<file path="src/rtl/mac_pkg.sv">
// rtl/mac_pkg.sv - shared types and constants for the multiply-accumulate sequencer
package mac_pkg;

    // Operand width of the multiplier datapath.
    localparam int OP_W      = 4;
    // Product width of one OP_W x OP_W multiply.
    localparam int PROD_W    = 2 * OP_W;
    // Default length-field width: jobs of 1..8 beats.
    localparam int LEN_W_DEF = 3;
    // Default accumulator width. PROD_W + LEN_W bits hold 2**LEN_W maximal
    // products, so the accumulator cannot wrap.
    localparam int ACC_W_DEF = PROD_W + LEN_W_DEF;

    typedef enum logic [1:0] {
        IDLE  = 2'd0,
        ACCUM = 2'd1,
        DRAIN = 2'd2,
        DONE  = 2'd3
    } mac_state_t;

endpackage

</file>
<file path="src/rtl/mac_mul4x4.sv">
// rtl/mac_mul4x4.sv - combinational 4x4 unsigned multiplier
//
// Ports:
//   a, b : OP_W-bit unsigned operands
//   p    : PROD_W-bit unsigned product a*b
module mac_mul4x4
    import mac_pkg::*;
(
    input  logic [OP_W-1:0]   a,
    input  logic [OP_W-1:0]   b,
    output logic [PROD_W-1:0] p
);

    assign p = PROD_W'(a) * PROD_W'(b);

endmodule

</file>
<file path="src/rtl/mac_seq_ctrl.sv">
// rtl/mac_seq_ctrl.sv - framed, length-controlled multiply-accumulate sequencer
//
// Ports:
//   clk, rst_n           : clock; asynchronous active-low reset
//   start, len           : job request (IDLE only); len = beats minus one
//   busy                 : high whenever the FSM is not in IDLE
//   in_valid, in_ready   : operand beat handshake (in_ready only in ACCUM)
//   a, b                 : unsigned operands of one beat
//   res_valid, res_ready : result handshake (res_valid only in DONE)
//   res                  : dot-product result, held until the next start
module mac_seq_ctrl
    import mac_pkg::*;
#(
    parameter int LEN_W = LEN_W_DEF,
    parameter int ACC_W = ACC_W_DEF
) (
    input  logic             clk,
    input  logic             rst_n,
    input  logic             start,
    input  logic [LEN_W-1:0] len,
    output logic             busy,
    input  logic             in_valid,
    output logic             in_ready,
    input  logic [OP_W-1:0]  a,
    input  logic [OP_W-1:0]  b,
    output logic             res_valid,
    input  logic             res_ready,
    output logic [ACC_W-1:0] res
);

    mac_state_t         state_q;
    mac_state_t         state_d;
    logic [LEN_W-1:0]   cnt_q;
    logic [PROD_W-1:0]  p_q;
    logic               p_vld;
    logic [ACC_W-1:0]   acc_q;
    logic [PROD_W-1:0]  prod;
    logic               fire;
    logic               take_start;

    mac_mul4x4 u_mul (
        .a (a),
        .b (b),
        .p (prod)
    );

    assign busy       = (state_q != IDLE);
    assign in_ready   = (state_q == ACCUM);
    assign res_valid  = (state_q == DONE);
    assign res        = acc_q;
    assign fire       = in_valid && in_ready;
    assign take_start = (state_q == IDLE) && start;

    always_comb begin
        state_d = state_q;
        case (state_q)
            IDLE:    if (start) state_d = ACCUM;
            ACCUM:   if (fire && (cnt_q == '0)) state_d = DRAIN;
            DRAIN:   state_d = DONE;
            DONE:    if (res_ready) state_d = IDLE;
            default: state_d = IDLE;
        endcase
    end

    always_ff @(posedge clk or negedge rst_n) begin
        if (!rst_n) begin
            state_q <= IDLE;
        end else begin
            state_q <= state_d;
        end
    end

    // The product register is one stage ahead of the accumulator: a beat
    // accepted at one edge is summed at the next. DRAIN exists only to give
    // the final beat that extra edge before the result is presented.
    always_ff @(posedge clk or negedge rst_n) begin
        if (!rst_n) begin
            cnt_q <= '0;
            p_q   <= '0;
            p_vld <= 1'b0;
            acc_q <= '0;
        end else begin
            p_vld <= fire;
            if (fire) begin
                p_q <= prod;
            end

            // acc is left untouched outside a job so res stays stable
            // through DONE and IDLE until the next honoured start.
            if (take_start) begin
                acc_q <= '0;
            end else if (p_vld) begin
                acc_q <= acc_q + ACC_W'(p_q);
            end

            // The counter only moves on accepted beats, so in_valid gaps hold it.
            if (take_start) begin
                cnt_q <= len;
            end else if (fire && (cnt_q != '0)) begin
                cnt_q <= cnt_q - LEN_W'(1);
            end
        end
    end

endmodule

</file>
<file path="config.mk">
export PLATFORM = sky130hd
export DESIGN_NAME = mac_seq_ctrl
export DESIGN_NICKNAME = d
export VERILOG_FILES = /design/src/rtl/mac_pkg.sv /design/src/rtl/mac_mul4x4.sv /design/src/rtl/mac_seq_ctrl.sv
export SDC_FILE = /design/constraint.sdc
export NUM_CORES = 1
export LEC_CHECK = 0
export BUFFER_PORTS_ARGS = -buffer_cell sky130_fd_sc_hd__buf_4
export CAP_MARGIN = 0
export CORE_AREA = 8 8 103 96
export DETAILED_ROUTE_END_ITERATION = 8
export DIE_AREA = 0 0 111 104
export SYNTH_ARGS = -nofsm -noshare
export SYNTH_HDL_FRONTEND = slang
export SYNTH_HIERARCHICAL = 1
export SYNTH_SLANG_ARGS = --single-unit
</file>
<file path="constraint.sdc">
create_clock -name clk -period 2.5 [get_ports clk]
set_clock_uncertainty 0.2 [all_clocks]
set_input_delay 0 -clock clk [delete_from_list [all_inputs] [get_ports clk]]
set_output_delay 0 -clock clk [all_outputs]
set_load 0.05 [all_outputs]
</file>
==> results by group, run 1 <==
Hold path
  – HP Class: primary input to asynchronous set/reset pin

Worst setup path
  – Worst setup EP type: flip-flop
  – Critical path peak fanout: 2
  – WS Path Type: primary input to flip-flop
  – CP arrival: 2.42 ns
  – Crit path launch type: primary input
  – Required @ worst endpoint: 2.46 ns

Drt
  – Iteration count of the initial detailed-routing pass: 4
  – Vias per cell: 4.34
  – Via count: 1544
  – Drt initial violations: 30
  – Post-route DRC violation count: 0
  – DRT antenna net count: 0
  – WL/cell: 11.7 µm
  – Total wire length: 4180 µm

Clock network
  – Clock Latency Late Sink: 0.27 ns
  – Num CTS Buffers: 3
  – H-tree depth: 1
  – CTS tree: yes
  – Total clock sinks: 25
  – CTS max path bufs: 2
  – Clock transition at path regs: 0.08 ns
  – Clk Tree Root Cell: clkbuf_8

Global route
  – First-pass GRT wire length: 7330 µm
  – Total GRT Usage: 0.0741
  – Met3 track demand over resource: 0.0138
  – Initial antenna violation count: 0
  – Largest net degree at the start of global routing: 26
  – Met1 usage: 0.0921
  – Vias in the first global route: 1624
  – Met2 usage: 0.123
  – Busiest layer in global routing: met2
  – GRT overflow: 0

Cells and area
  – Commonest non-fill, non-tap cells in the layout: buf_4, ha_1, dfrtp_1
  – Register area: 626 µm²
  – Final #Nets: 303
  – Layout cells sized above 1: 0.287
  – Commonest non-fill, non-tap cell in the layout: buf_4
  – Multi-input gate area: 1300 µm²
  – Antenna cells: 0
  – Area grow syn2layout: 32.9%
  – Fillers: 837
  – Post-layout util: 0.318

Die
  – Die area: 11500 µm²
  – Die span in x: 111 µm
  – Starting Density: 0.239
  – Top Ports: 30
  – Die Height: 104 µm
  – # rows: 32
  – Core area: 8210 µm²

Synth
  – Mean Syn Cell Area: 9.87 µm²
  – Post-Syn Instances: 199
  – Ys flop type: dfrtp_1
  – Yosys reg bits: 25
  – Synth area leader: dfrtp_1
  – EDFF count, synth: 0
  – Sequential fraction of the synthesis area: 0.318
  – Post-Syn Nets: 247
  – Synthesis Warnings: 6
  – Post-synth top area share: 0.318
  – Top cells by area, synth: dfrtp_1, ha_1, and2_1
  – Count of cell types in the netlist: 41
  – Synth async-reset ratio: 1.00
  – Synthesized area: 1960 µm²

STA
  – Final hold vios: 18
  – Final min period: 2.47 ns
  – Final setup viols: 0
  – RSZ-0062 raised after global routing: true
  – Max Fclk: 0.406 GHz
  – Hold Slack: -0.00735 ns
  – Max Slew Vio Count: 0
  – Setup tns final: 0 ns
  – Worst slew pin tran: 0.582 ns
  – Worst slew margin: 0.612
  – Final critical-path share of the clock period: 0.986

Job
  – Max-Cap Viols: 0

Place
  – GP Congestion: 0.764
  – Port bufs: 29
  – DP Wirelength: 3310 µm

Pwr
  – Peak VDD IR: 0.227 mV
  – P per Cell Area: 959 nW/µm²
  – Static Leak: 1.27 nW

Run status
  – Outcome: finished, violations left
  – Failing checks: negative hold slack
[sequential cells by signal, indices dropped and copies added, names as in the netlist]
signal / count
p_vld: 1
p_q: 8
state_q: 2
cnt_q: 3
res: 11
[critical path, cell delays in order]
cell      delay [ns]
buf_8           0.08
nand2_4         0.04
fa_1            0.52
inv_1           0.05
fa_2            0.55
ha_4            0.22
a211oi_4        0.25
nor3_1          0.08
or3b_1          0.38
mux2_4          0.26
[per-layer routing]
layer  vias to the layer above  part of all wire
met2                        24              0.47
met5                         -                 0
met1                       719              0.48
li1                        796                 -
met4                         0             0.016
met3                         5             0.032
[final timing paths]
| check | endpoint | slack, ns | startpoint | cells past startpoint |
|---|---|---|---|---|
| min reg2reg | p_q[5] | 0.32 | p_q[5] | 1 |
| min in group clk | p_q[1] | 0.02 | b[0] | 5 |
| max reg2reg | cnt_q[1] | 0.36 | state_q[1] | 7 |
| max in group asynchronous | p_q[3] | 1.96 | rst_n | 3 |
| min | res[2] | -0.007 | rst_n | 3 |
| max | p_q[7] | 0.03 | b[3] | 10 |
[where the power goes]
group,switching [mW],internal [mW]
sequential,0.137,0.571
combinational,0.915,0.644
clock,0.123,0.114
total,1.18,1.33
[timing repair]
| item | 4_1_cts | 5_1_grt |
|---|---|---|
| hold buffers | 9 | 0 |
| resized for setup | 0 | 13 |
| pin swaps | 1 | 6 |
| gates cloned | 0 | 0 |
| setup buffers | 0 | 1 |
| endpoints found under the hold margin | 34 | 0 |
| setup endpoints to repair | 1 | 2 |
[metrics by stage]
step	total power, mW	hold slack, ns	setup slack [ns]	instances	instance area, µm²
floorplan	1.86	-0.496	-0.130	199	1970
global placement	2.22	-0.271	-0.270	342	2400
detailed placement	2.24	-0.269	-0.281	342	2400
CTS	2.51	0.00204	0.00992	355	2550
global route	2.74	0.0113	-0.0341	356	2610
finish	2.51	-0.00735	0.0348	356	2610
[cells by family (layout without fill, tap and decap cells)]
logic type	count (synthesis)	count (layout)	synth area share
AOI/OAI and AO/OA	44	44	0.149
DFF	25	25	0.318
adders and majority gates	32	32	0.223
muxes	12	12	0.0656
buffers and inverters	20	75	0.0459
and+or+nand+nor	56	56	0.154
xor gates and xnor gates	10	10	0.0446
[cell type report]
cell class                 count  share of cell area
clock buffer                   4              0.0172
inverter                      16              0.0230
multi-input combinational    154               0.496
sequential                    25               0.240
tap                          102              0.0489
timing repair buffer          55               0.175
[Yosys cell counts, types with 2 or more instances]
cell type / n
ha_1: 27
dfrtp_1: 25
and2_1: 17
inv_1: 16
nand2_1: 15
a21oi_1: 13
o21ai_0: 11
nor2_1: 9
xnor2_1: 9
mux2_2: 7
fa_1: 5
mux2i_1: 5
nand3_1: 4
a21o_1: 3
nor2b_1: 2
nor3_1: 2
o21a_1: 2
o21ai_2: 2
o22ai_1: 2
or3b_1: 2
(Power assumes the default switching activity.)
==> run 2, diff against run 1 <==
--- a/config.mk
+++ b/config.mk
@@ -7,9 +7,9 @@
 export LEC_CHECK = 0
 export BUFFER_PORTS_ARGS = -buffer_cell sky130_fd_sc_hd__buf_4
 export CAP_MARGIN = 0
-export CORE_AREA = 8 8 103 96
+export CORE_AREA = 8 8 89 111
 export DETAILED_ROUTE_END_ITERATION = 8
-export DIE_AREA = 0 0 111 104
+export DIE_AREA = 0 0 97 119
 export SYNTH_ARGS = -nofsm -noshare
 export SYNTH_HDL_FRONTEND = slang
 export SYNTH_HIERARCHICAL = 1
==> constraint.sdc (replaced) <==
create_clock -name clk -period 3 [get_ports clk]
set_clock_uncertainty 0.2 [all_clocks]
set_input_delay 0 -clock clk [delete_from_list [all_inputs] [get_ports clk]]
set_output_delay 0 -clock clk [all_outputs]
set_load 0.05 [all_outputs]
==> results by group, run 2 (synthesis gave the netlist of run 1 again) <==
Run status
  – Outcome: completed

Drt
  – Vias per cell: 4.44 (+2.4%)
  – WL/cell: 12.0 µm (+1.9%)
  – Via count: 1488 (-3.6%)
  – Total wire length: 4010 µm (-4.1%)
  – Post-route DRC violation count: 0 (unchanged)
  – Drt initial violations: 26 (-13%)
  – DRT antenna net count: 0 (unchanged)
  – Iteration count of the initial detailed-routing pass: 2 (-2)

Cells and area
  – Post-layout util: 0.300 (-0.0184)
  – Fillers: 846 (+1.1%)
  – Final #Nets: 287 (-5.3%)
  – Post-route non-filler standard cell count: 335 (-5.9%)
  – Layout cells sized above 1: 0.202 (-0.0857)
  – Multi-input gate area: 1250 µm² (-3.7%)
  – Largest register FFs: 11 (unchanged)
  – Antenna cells: 0 (unchanged)
  – Commonest non-fill, non-tap cell in the layout: buf_4
  – Area grow syn2layout: 23.6%
  – Register area: 626 µm² (unchanged)
  – Commonest non-fill, non-tap cells in the layout: buf_4, ha_1, dfrtp_1

Worst setup path
  – Critical path peak fanout: 4 (+2)
  – Cells on worst reg2reg path: 8 (+1)
  – Required @ worst endpoint: 2.96 ns (+0.50 ns)
  – Reg2reg start: res[0]
  – Worst setup EP type: flip-flop
  – Crit path launch type: primary input
  – WS Path Type: primary input to flip-flop
  – Worst Setup SP: a[0]
  – RR Endpoint: res[8]
  – CP endpoint: p_q[7]
  – R2R setup slack: 0.91 ns (+0.55 ns)
  – CP arrival: 2.58 ns (+0.16 ns)

Die
  – Die Height: 119 µm (+14%)
  – Core area: 8100 µm² (-1.3%)
  – Die area: 11500 µm² (about the same)
  – Die span in x: 97 µm (-13%)
  – Top Ports: 30 (unchanged)
  – Starting Density: 0.242 (+0.00314)
  – # rows: 37 (+16%)

STA
  – Final setup viols: 0 (unchanged)
  – Max Slew Vio Count: 0 (unchanged)
  – Final min period: 2.62 ns
  – Setup tns final: 0 ns (unchanged)
  – Final critical-path share of the clock period: 0.872
  – Worst slew pin tran: 0.594 ns (+0.0122 ns)
  – Final hold vios: 0 (-18)
  – Worst slew margin: 0.604 (-0.00811)
  – Max Fclk: 0.382 GHz
  – Hold Slack: 0.00946 ns (+0.0168 ns)
  – RSZ-0062 raised after global routing: false

Place
  – GP Congestion: 0.758 (-0.82%)
  – DP Wirelength: 3230 µm (-2.4%)
  – Cells after DPL: 321 (-6.1%)
  – Port bufs: 29 (unchanged)

Job
  – Max-Cap Viols: 0 (unchanged)

Clock network
  – H-tree depth: 1 (unchanged)
  – Post-CTS setup buffers: 0 (unchanged)
  – Clk Tree Root Cell: clkbuf_8
  – Clock Latency Late Sink: 0.27 ns (about the same)
  – CTS max path bufs: 2 (unchanged)
  – Num CTS Buffers: 3 (unchanged)
  – Total clock sinks: 25 (unchanged)
  – Clock transition at path regs: 0.09 ns (about the same)
  – CTS tree: yes

Global route
  – Total GRT Usage: 0.0687 (-0.00543)
  – GRT overflow: 0 (unchanged)
  – Largest net degree at the start of global routing: 26 (unchanged)
  – Initial antenna violation count: 0 (unchanged)
  – First-pass GRT wire length: 6760 µm (-7.8%)
  – Vias in the first global route: 1528 (-5.9%)

Pwr
  – P per Cell Area: 839 nW/µm² (-13%)
  – Peak VDD IR: 0.626 mV (+180%)
  – Static Leak: 1.18 nW (-6.9%)
  – Power Total: 2.04 mW (-19%)

Hold path
  – HP Class: primary input to flip-flop
-- run 2: cell types whose count changed in the layout (fill, tap and decap cells not counted), moves of 2 or more --
cell     previous run  this run
nand2_2             2         0
buf_4              44        29
nand2_1            12        15
fa_1                3         5
ha_1               25        27
fa_2                2         0
-- run 2: per-stage QoR --
step           setup WS (ns)  area [µm²]
6_report               0.384        2430
5_1_grt                0.325        2430
4_1_cts                0.365        2430
3_5_place_dp          0.0722        2270
3_3_place_gp           0.130        2270
2_1_floorplan          0.301        1960
-- run 2: metal layers --
layer | vias up | track usage | share of wire
met2 | 27 | 0.120 | 0.49
met1 | 689 | 0.0775 | 0.46
met4 | 0 | 0.0405 | 0.023
met3 | 5 | 0.0104 | 0.031
met5 | - | 0 | 0
li1 | 767 | - | -
-- run 2: timing repair --
item	in CTS	in global routing
endpoints found under the hold margin	34	0
gates resized for setup	0	0
hold buffers	10	0
-- run 2: worst min path at each step --
| stage | start | endpoint | cells past startpoint |
|---|---|---|---|
| after floorplan | rst_n | cnt_q[0] | 0 |
| after global placement | rst_n | cnt_q[0] | 1 |
| after detailed placement | rst_n | res[10] | 1 |
| after CTS | res_ready | state_q[1] | 5 |
| after global routing | res_ready | state_q[1] | 5 |
| final | res_ready | state_q[1] | 5 |
-- run 2: worst max-delay path, cell delays in order --
cell and delay, ns:
buf_4 0.09, nand2_1 0.07, fa_1 0.54, inv_1 0.06, fa_1 0.52, ha_1 0.34
a211oi_2 0.26, nor3_1 0.09, or3b_1 0.35, mux2_2 0.26
-- run 2: where the power goes --
part / leakage [nW] / total [mW] / internal (mW) / switching, mW
Combinational: 0.833 / 1.25 / 0.500 / 0.747
Sequential: 0.324 / 0.588 / 0.476 / 0.112
Clock: 0.0228 / 0.203 / 0.0952 / 0.107
Total: 1.18 / 2.04 / 1.07 / 0.966
-- run 2: final cells by class --
| class | instances | share of cell area |
|---|---|---|
| Clock buffer | 4 | 0.0185 |
| Multi-Input combinational cell | 154 | 0.514 |
| Sequential cell | 25 | 0.258 |
| Tap cell | 97 | 0.0500 |
| Timing Repair Buffer | 39 | 0.135 |
| Inverter | 16 | 0.0247 |
==> run 3, diff against run 2 <==
==> constraint.sdc (replaced) <==
create_clock -name clk -period 2.2 [get_ports clk]
set_clock_uncertainty 0.2 [all_clocks]
set_input_delay 0 -clock clk [delete_from_list [all_inputs] [get_ports clk]]
set_output_delay 0 -clock clk [all_outputs]
set_load 0.05 [all_outputs]
==> results by group, run 3 (synthesis gave the netlist of run 1 again) <==
Cells and area
  – Fillers: 827 (-2.2%)
  – Post-route cell area: 2700 µm² (+11%)
  – Commonest non-fill, non-tap cells in the layout: buf_4, ha_1, dfrtp_1
  – Post-layout util: 0.333 (+0.0329)
  – Area grow syn2layout: 37.2%
  – Commonest non-fill, non-tap cell in the layout: buf_4
  – Antenna cells: 0 (unchanged)
  – Layout cells sized above 1: 0.310 (+0.108)
  – Largest register FFs: 11 (unchanged)
  – Register area: 627 µm² (+0.20%)
  – Final #Nets: 307 (+7.0%)
  – Multi-input gate area: 1340 µm² (+7.6%)
  – Post-route non-filler standard cell count: 355 (+6.0%)

Place
  – GP Congestion: 0.766 (+1.1%)
  – DP Wirelength: 3350 µm (+3.9%)
  – Placed cell area: 2440 µm² (+7.3%)
  – Cells after DPL: 339 (+5.6%)
  – Port bufs: 29 (unchanged)

Worst setup path
  – WS Path Type: primary input to flip-flop
  – Critical path peak fanout: 2 (-2)
  – Critical path's slowest cell: fa_1
  – Worst setup EP type: flip-flop
  – Crit-path cells: buf_8 -> nand2_8 -> fa_1 -> inv_1 -> fa_1 -> ha_4 -> a211oi_4 -> o2111ai_2 -> or3b_1 -> mux2_4
  – Crit path launch type: primary input
  – Cell mode on critical path: fa_1
  – Buf/Inv on CP: 2 (unchanged)
  – CP max stage delay: 0.53 ns (about the same)
  – Cell family with most CP delay: adder cells
  – CP arrival: 2.38 ns (-0.20 ns)
  – Required @ worst endpoint: 2.16 ns (-0.80 ns)

Global route
  – Total GRT Usage: 0.0740 (+0.00537)
  – Met2 usage: 0.137 (+0.0174)
  – Busiest layer in global routing: met2
  – GRT overflow: 0 (unchanged)
  – Met3 track demand over resource: 0.0174 (+0.00694)
  – Largest net degree at the start of global routing: 26 (unchanged)
  – First-pass GRT wire length: 7400 µm (+9.6%)
  – Initial antenna violation count: 0 (unchanged)
  – Vias in the first global route: 1670 (+9.3%)
  – Met1 usage: 0.0818 (+0.00429)

Die
  – # rows: 37 (unchanged)
  – Die Height: 119 µm (unchanged)
  – Top Ports: 30 (unchanged)
  – Die area: 11500 µm² (unchanged)
  – Starting Density: 0.242 (unchanged)
  – Die span in x: 97 µm (unchanged)
  – Core area: 8100 µm² (unchanged)

Pwr
  – Peak VDD IR: 0.647 mV (+3.3%)
  – Static Leak: 1.30 nW (+9.9%)
  – P per Cell Area: 1080 nW/µm² (+29%)

STA
  – Hold Slack: 0.0158 ns (+0.00634 ns)
  – Worst slew margin: 0.734 (+0.130)
  – Final critical-path share of the clock period: 1.10
  – Worst slew pin tran: 0.395 ns (-0.199 ns)
  – Final hold vios: 0 (unchanged)
  – Max Slew Vio Count: 0 (unchanged)
  – Final setup viols: 4 (+4)
  – Max Fclk: 0.414 GHz
  – Final min period: 2.42 ns
  – RSZ-0062 raised after global routing: true
  – Setup tns final: -0.720 ns (-0.720 ns)
  – Final worst setup slack: -0.218 ns (-0.602 ns)

Drt
  – WL/cell: 11.8 µm (-1.3%)
  – Drt initial violations: 19 (-27%)
  – Total wire length: 4200 µm (+4.6%)
  – Iteration count of the initial detailed-routing pass: 4 (+2)
  – Post-route DRC violation count: 0 (unchanged)
  – Vias per cell: 4.46 (+0.52%)
  – Via count: 1585 (+6.5%)
  – DRT antenna net count: 0 (unchanged)

Hold path
  – HP Class: primary input to flip-flop

Run status
  – Outcome: finished, violations left
  – Failing checks: negative setup slack

Clock network
  – CTS max path bufs: 2 (unchanged)
  – Clk Tree Root Cell: clkbuf_8
  – Clock transition at path regs: 0.09 ns (about the same)
  – Clock Latency Late Sink: 0.27 ns (about the same)
  – Num CTS Buffers: 3 (unchanged)
  – CTS tree: yes
  – Total clock sinks: 25 (unchanged)
  – H-tree depth: 1 (unchanged)

Job
  – Max-Cap Viols: 0 (unchanged)
run 3: per-layer routing:
layer / part of all wire / vias up
li1: - / 809
met1: 0.44 / 745
met2: 0.51 / 27
met3: 0.045 / 4
met4: 0.0091 / 0
met5: 0 / -
run 3: worst paths after layout:
| path | slack, ns | startpoint | depth (start not counted) | end |
|---|---|---|---|---|
| setup / recovery | -0.22 | b[1] | 10 | p_q[7] |
| max in group asynchronous | 1.13 | rst_n | 4 | res[0] |
| min in group asynchronous | 0.52 | rst_n | 4 | res[1] |
| setup reg to reg | 0.21 | res[0] | 8 | res[8] |
| hold / removal | 0.02 | res_ready | 4 | state_q[0] |
| hold reg to reg | 0.32 | p_q[3] | 1 | p_q[3] |
run 3: stage by stage:
| stage | setup WS (ns) | total power [mW] |
|---|---|---|
| after floorplan | -0.419 | 2.12 |
| after global placement | -0.591 | 2.55 |
| after detailed placement | -0.621 | 2.58 |
| after CTS | -0.227 | 2.92 |
| after global routing | -0.315 | 3.17 |
| final | -0.218 | 2.92 |
run 3: report_power, final:
group          leakage [nW]  internal, mW  switching (mW)
clock                0.0255         0.127           0.148
combinational         0.949         0.784            1.06
sequential            0.322         0.651           0.145
total                  1.30          1.56            1.35
run 3: cell type report:
| type | instances | area share |
|---|---|---|
| Sequential cell | 25 | 0.233 |
| Timing Repair Buffer | 59 | 0.184 |
| Tap cell | 97 | 0.0450 |
| Clock inverter | 1 | 0.00186 |
| Multi-Input combinational cell | 154 | 0.499 |
| Clock buffer | 3 | 0.0153 |
| Inverter | 16 | 0.0223 |
run 3: worst min-delay path: stages:
cell and delay (ns):
buf_4 0.11, o22ai_1 0.11, a21oi_1 0.09, o21ai_0 0.14
run 3: timing repair:
action,in CTS,in global routing
endpoints found under the setup margin,4,7
buffers inserted,0,2
hold endpoints to repair,34,0
gates resized for setup,10,6
hold buffers,10,0
pin swaps,1,4
